### src/rtl/dds_pkg.sv
// Shared types, default widths and helpers for the DDS LUT read path.
// The optional phase-offset input is enabled by defining DDS_PHASE_OFFSET_EN.
package dds_pkg;

  localparam int PW_DEF = 12;  // phase accumulator / tuning word width
  localparam int AW_DEF = 4;   // LUT address width
  localparam int WW_DEF = 6;   // LUT word width

  // Top two phase bits select the quadrant of the full wave.
  typedef logic [1:0] quadrant_t;

  // Sample-tick divider states.
  typedef enum logic {
    ST_IDLE = 1'b0,
    ST_RUN  = 1'b1
  } run_state_t;

  // Offset-binary zero level for a WW-bit magnitude.
  function automatic int unsigned midscale(input int unsigned ww);
    return 32'd1 << ww;
  endfunction

  // Odd quadrants walk the quarter-wave table backwards.
  function automatic logic [31:0] fold_addr(input logic [31:0] a,
                                            input quadrant_t   q,
                                            input int unsigned aw);
    logic [31:0] mask;
    mask = (32'd1 << aw) - 32'd1;
    return (q[0] ? ~a : a) & mask;
  endfunction

endpackage : dds_pkg

### src/rtl/dds_tick_div.sv
// Sample-tick generator: IDLE/RUN state and a DIV-cycle counter.
// tick is high in the RUN cycle where the counter reaches DIV-1.
module dds_tick_div
  import dds_pkg::*;
#(
  parameter int DIV = 4
) (
  input  logic clk,
  input  logic rst,
  input  logic en,
  output logic tick
);

  localparam int            CW   = (DIV > 1) ? $clog2(DIV) : 1;
  localparam logic [CW-1:0] LAST = CW'(DIV - 1);

  run_state_t      state_q;
  logic [CW-1:0]   div_cnt_q;

  // State and divider counter; the counter only moves while running.
  always_ff @(posedge clk) begin
    // NOTE: state is updated with non-blocking assignments so every register
    // samples the pre-edge values, independent of statement order.
    if (rst) begin
      state_q   <= ST_IDLE;
      div_cnt_q <= '0;
    end else begin
      case (state_q)
        ST_IDLE: begin
          div_cnt_q <= '0;
          if (en) state_q <= ST_RUN;
        end
        ST_RUN: begin
          if (!en) begin
            state_q   <= ST_IDLE;
            div_cnt_q <= '0;
          end else if (div_cnt_q == LAST) begin
            div_cnt_q <= '0;
          end else begin
            div_cnt_q <= div_cnt_q + CW'(1);
          end
        end
        default: begin
          state_q   <= ST_IDLE;
          div_cnt_q <= '0;
        end
      endcase
    end
  end

  // Tick is decoded purely from registered state.
  assign tick = (state_q == ST_RUN) && (div_cnt_q == LAST);

endmodule : dds_tick_div

### src/rtl/dds_lut_reader.sv
// DDS read side: tuning register, phase accumulator, quarter-wave address
// fold, LUT read strobe and full-wave offset-binary sample reconstruction.
// Define DDS_PHASE_OFFSET_EN to add the phase_ofs input (address-only offset).
module dds_lut_reader
  import dds_pkg::*;
#(
  parameter int PW  = PW_DEF,
  parameter int AW  = AW_DEF,
  parameter int WW  = WW_DEF,
  parameter int DIV = 4
) (
  input  logic          clk,
  input  logic          rst,
  input  logic          en,
  input  logic [PW-1:0] tw,
  input  logic          tw_load,
  input  logic          phase_clr,
`ifdef DDS_PHASE_OFFSET_EN
  input  logic [PW-1:0] phase_ofs,
`endif
  output logic          lut_re,
  output logic [AW-1:0] lut_ra,
  input  logic [WW-1:0] lut_rd,
  output logic [WW:0]   sample_out,
  output logic          sample_valid
);

  localparam int          SW  = WW + 1;
  localparam int          FB  = AW + 2;
  localparam logic [WW:0] MID = SW'(midscale(WW));

  logic tick;

  // Tuning / phase state
  logic [PW-1:0] acc_q, acc_d;
  logic [PW-1:0] tw_q, tw_d;

  // Stage 1: read strobe, address, quadrant
  logic          lut_re_q, lut_re_d;
  logic [AW-1:0] lut_ra_q, lut_ra_d;
  quadrant_t     q1_q, q1_d;

  // Stage 2: read in flight inside the LUT
  logic          rd_pend_q, rd_pend_d;
  quadrant_t     q2_q, q2_d;

  // Stage 3: output sample
  logic [WW:0]   sample_q, sample_d;
  logic          sample_valid_q, sample_valid_d;

  // Quadrant and table index taken from the post-update phase.
  logic [FB-1:0] fold_bits;
  quadrant_t     fold_q;
  logic [AW-1:0] fold_a;
  logic [WW:0]   rd_ext;

  dds_tick_div #(
    .DIV (DIV)
  ) u_tick_div (
    .clk  (clk),
    .rst  (rst),
    .en   (en),
    .tick (tick)
  );

  // Tuning register and accumulator; phase_clr wins over a tick.
  always_comb begin
    // NOTE: every combinational output gets a default first so no path
    // leaves it unassigned, which would infer a latch.
    tw_d  = tw_load ? tw : tw_q;
    acc_d = acc_q;
    if (phase_clr) begin
      acc_d = '0;
    end else if (tick) begin
      acc_d = acc_q + tw_q;
    end
  end

  // Pick the top AW+2 bits of the (optionally offset) new phase.
`ifdef DDS_PHASE_OFFSET_EN
  always_comb fold_bits = FB'((acc_d + phase_ofs) >> (PW - FB));
`else
  always_comb fold_bits = FB'(acc_d >> (PW - FB));
`endif

  assign fold_q = fold_bits[FB-1 -: 2];
  assign fold_a = fold_bits[AW-1:0];
  assign rd_ext = {1'b0, lut_rd};

  // Next-state for the three read/fold/sign pipeline stages.
  always_comb begin
    lut_re_d       = tick;
    lut_ra_d       = lut_ra_q;
    q1_d           = q1_q;
    if (tick) begin
      lut_ra_d = AW'(fold_addr(32'(fold_a), fold_q, AW));
      q1_d     = fold_q;
    end

    rd_pend_d      = lut_re_q;
    q2_d           = lut_re_q ? q1_q : q2_q;

    sample_valid_d = rd_pend_q;
    sample_d       = sample_q;
    if (rd_pend_q) begin
      sample_d = q2_q[1] ? (MID - SW'(1) - rd_ext) : (MID + rd_ext);
    end
  end

  // All state registers; reset drops any reads still in flight.
  always_ff @(posedge clk) begin
    if (rst) begin
      acc_q          <= '0;
      tw_q           <= '0;
      lut_re_q       <= 1'b0;
      lut_ra_q       <= '0;
      q1_q           <= '0;
      rd_pend_q      <= 1'b0;
      q2_q           <= '0;
      sample_q       <= MID;
      sample_valid_q <= 1'b0;
    end else begin
      acc_q          <= acc_d;
      tw_q           <= tw_d;
      lut_re_q       <= lut_re_d;
      lut_ra_q       <= lut_ra_d;
      q1_q           <= q1_d;
      rd_pend_q      <= rd_pend_d;
      q2_q           <= q2_d;
      sample_q       <= sample_d;
      sample_valid_q <= sample_valid_d;
    end
  end

  assign lut_re       = lut_re_q;
  assign lut_ra       = lut_ra_q;
  assign sample_out   = sample_q;
  assign sample_valid = sample_valid_q;

endmodule : dds_lut_reader

### config.mk
export PLATFORM = sky130hd
export DESIGN_NAME = dds_lut_reader
export DESIGN_NICKNAME = d
export VERILOG_FILES = /design/src/rtl/dds_pkg.sv /design/src/rtl/dds_tick_div.sv /design/src/rtl/dds_lut_reader.sv
export SDC_FILE = /design/constraint.sdc
export NUM_CORES = 1
export LEC_CHECK = 0
export CAP_MARGIN = 40
export CORE_MARGIN = 1
export CORE_UTILIZATION = 50
export CTS_BUF_LIST = sky130_fd_sc_hd__clkbuf_8
export DETAILED_ROUTE_END_ITERATION = 10
export PLACE_DENSITY = 0.87
export SYNTH_ARGS = -nofsm -noshare
export SYNTH_HDL_FRONTEND = slang
export SYNTH_SLANG_ARGS = --single-unit
export TNS_END_PERCENT = 50
### constraint.sdc
create_clock -name clk -period 2.2 [get_ports clk]
set_input_delay 0.33 -clock clk [delete_from_list [all_inputs] [get_ports clk]]
set_output_delay 0.33 -clock clk [all_outputs]
set_load 0.01 [all_outputs]
==> flow_summary.json <==
{
  "yosysTopAreaCellShare": 0.388,
  "drc_errors": 0,
  "cts_root_buf": "clkbuf_8",
  "crit_arrival_ns": 2.41,
  "cts-htree-levels": 2,
  "pwr-share-seq": 0.548,
  "period_share": 1.00,
  "fin_util": 0.699,
  "synth_flop_cell": "dfxtp_1",
  "path_buf_inv": 1,
  "antenna_found_initial": 0,
  "drt_first_iter_violations": 56,
  "path_cells": "ha_4 > inv_2 > fa_2 > nor2b_4 > o2111a_1 > or3_2 > a21bo_2 > mux2_2 > o31ai_1",
  "slew_viol_final": 0,
  "synth-seq-cells": 43,
  "switching_share": 0.228,
  "ir_worst_vdd_mv": 0.261,
  "status": "finished with violations",
  "synth_nets": 285,
  "grt_start_max_net_pins": 20,
  "slowest_delay_ns": 0.47,
  "die_x_um": 68.6,
  "grt_usage": 0.216,
  "clk_path_buf_depth": 2,
  "power_uw": 1470,
  "dieHeight_um": 68.6,
  "drive_gt1_frac": 0.158,
  "clk_pin_slew_worst_paths_ns": 0.08,
  "fill_cells": 326,
  "dieArea_sq_mm": 0.00471,
  "timing.slew.headroom": 0.701,
  "io_pins": 36,
  "netlist_instances": 249,
  "netlist_area_sq_mm": 0.00222,
  "p_comb_frac": 0.109,
  "cp_top_family": "compound AO/OA/AOI/OAI gates",
  "worstSkewPairLatency_ns": 0.29,
  "clock.fmax_mhz": 453,
  "tightestPinTransition_ns": 0.447,
  "cts_made_buffers": 5,
  "place_hpwl_um": 3520,
  "post-route-min-period_ns": 2.21,
  "drt-pass1-iter-count": 4,
  "synthTopCellsByArea": "dfxtp_1, ha_1, mux2i_1",
  "worst_path_max_delay_cell": "or3_2",
  "fin_ws_ns": -0.00863,
  "io_buffers": 35,
  "synth_edf_count": 0,
  "rows": 23,
  "initial_core_util": 0.536,
  "drtAntennaViolNets": 0,
  "cts.sinks": 43,
  "synth_warnings": 0,
  "yosys.area.top_type": "dfxtp_1",
  "end_kind": "register",
  "leakage_uw": 0.00116,
  "grt_pass1_wl_um": 7650,
  "vias": 1964,
  "clock-skew-final_ns": 0.00764,
  "worstPathMaxFanout": 3,
  "gp_congestion": 0.923,
  "final_nets": 333,
  "wl_per_cell_um": 14.0,
  "start_kind": "register",
  "coreArea_sq_mm": 0.00414,
  "p_switching_uw": 335,
  "ys_seq_area_frac": 0.388,
  "max_cap_viol_count": 0,
  "holdCritPathClass": "register to register",
  "path_class": "register to register",
  "gr-total-overflow": 0,
  "postSynthAreaPerCell_sq_um": 8.91,
  "grt_pass1_vias": 1819,
  "intPower_uw": 1130,
  "drt_wl_total_um": 4850,
  "async_flop_share": 0,
  "synth_cell_types": 49,
  "finalSetupViolCount": 1,
  "finalHoldViolCount": 0,
  "grt_setup_unrepaired": "yes",
  "violations": "negative setup slack",
  "diodes": 0,
  "syn_to_final_growth_pct": 30.5,
  "clkPwrFrac": 0.343,
  "via_per_inst": 5.66,
  "cts_tree": "yes",
  "power.density_mw_per_mm2": 506,
  "cp_data_required_time_ns": 2.41
}
[placed cells by master, fill, tap and decap left out, drive strengths merged, types with 2 or more instances in the layout]
cell type	n
o21a	2
nor2	34
nand2b	2
buf	18
and2	3
dfxtp	43
a211oi	12
mux2i	13
a31oi	2
nor2b	7
o31ai	3
a21o	6
clkbuf	6
nand2	19
or2	2
or3	3
o21ai	10
nand3	8
inv	4
nor3	4
xnor2	7
clkdlybuf4s50	35
ha	12
a21oi	14
a2111oi	2
xor2	5
[synthesized netlist by cell type (2+ instances only)]
cell type and count:
nand2_1 19, inv_1 4, ha_1 12, buf_1 2, nand3_1 8, nor2b_1 6, o31ai_1 3, a21oi_1 14
a21o_1 6, a2111oi_0 2, xor2_1 5, mux2i_1 13, dfxtp_1 43, and2_1 3, o21a_1 2, nor2_1 34
a211oi_1 11, o21ai_0 10, nand2b_1 2, or3_1 2, or2_2 2, clkbuf_1 9, a31oi_1 2, nor3_1 4
xnor2_1 7
[sequential cells by signal, indices dropped and copies added, names as in the netlist]
| name | flops |
|---|---|
| q2_q | 1 |
| sample_out | 7 |
| lut_re | 1 |
| sample_valid | 1 |
| acc_q | 12 |
| u_tick_div.state_q | 1 |
| q1_q | 1 |
| tw_q | 12 |
| lut_ra | 4 |
| rd_pend_q | 1 |
| u_tick_div.div_cnt_q | 2 |
[path summary, 6_finish.rpt]
kind / slack (ns) / startpoint / endpoint / cells past startpoint
worst max-delay path: -0.009 / tw_q[0] / lut_ra[0] / 9
worst min-delay path: 0.44 / u_tick_div.div_cnt_q[0] / u_tick_div.div_cnt_q[0] / 1
worst max register to register: -0.009 / tw_q[0] / lut_ra[0] / 9
worst min register to register: 0.44 / u_tick_div.div_cnt_q[0] / u_tick_div.div_cnt_q[0] / 1
[cells by family (layout without fill, tap and decap cells)]
logic type,after synthesis,count (layout),share of synthesized area
muxes,14,14,0.0637
DFF,43,43,0.388
AOI/OAI and AO/OA,60,60,0.187
and+or+nand+nor,90,90,0.200
buffers and inverters,16,64,0.0276
adders and majority gates,13,13,0.0767
xor gates and xnor gates,13,13,0.0575
[power by group through the flow]
stage | clock network (uW) | logic (uW) | registers (uW)
final | 503 | 160 | 803
after global routing | 543 | 173 | 805
after CTS | 512 | 156 | 803
after detailed placement | 0 | 151 | 820
after global placement | 0 | 148 | 819
after floorplan | 0 | 83.5 | 817
[metal layers]
| layer | vias to the layer above | global-route usage | wire length (um) |
|---|---|---|---|
| li1 | 984 | - | - |
| met1 | 929 | 0.255 | 2170 |
| met2 | 46 | 0.396 | 2470 |
| met3 | 5 | 0.0345 | 165 |
| met4 | 0 | 0.0677 | 40 |
| met5 | - | 0 | 0 |
[cell type report]
cell class,count,area [sq um],area share
clock inverter,1,5.00,0.00173
timing repair buffer,53,485,0.168
multi-input combinational,190,1380,0.477
clock buffer,6,82.6,0.0285
inverter,4,15.0,0.00518
tap,50,62.6,0.0216
sequential,43,863,0.298
[through the flow]
stage,hold slack [ns],setup TNS (ns),std cells,instance area [sq um],worst slack [ns]
CTS,0.439,-0.0253,347,2850,-0.0253
global route,0.458,-0.336,347,2900,-0.102
finish,0.436,-0.00863,347,2900,-0.00863
detailed placement,0.429,-0.0587,338,2730,-0.0565
floorplan,0.406,-0.000962,249,2240,-0.000962
global placement,0.419,-0.0111,338,2730,-0.0111
[what timing repair did]
action	CTS	global route
setup buffers	2	0
pin swaps	4	5
hold buffers	0	0
endpoints found under the setup margin	3	7
gates resized for setup	4	9
Note: power is estimated with default switching activity, not from simulation.
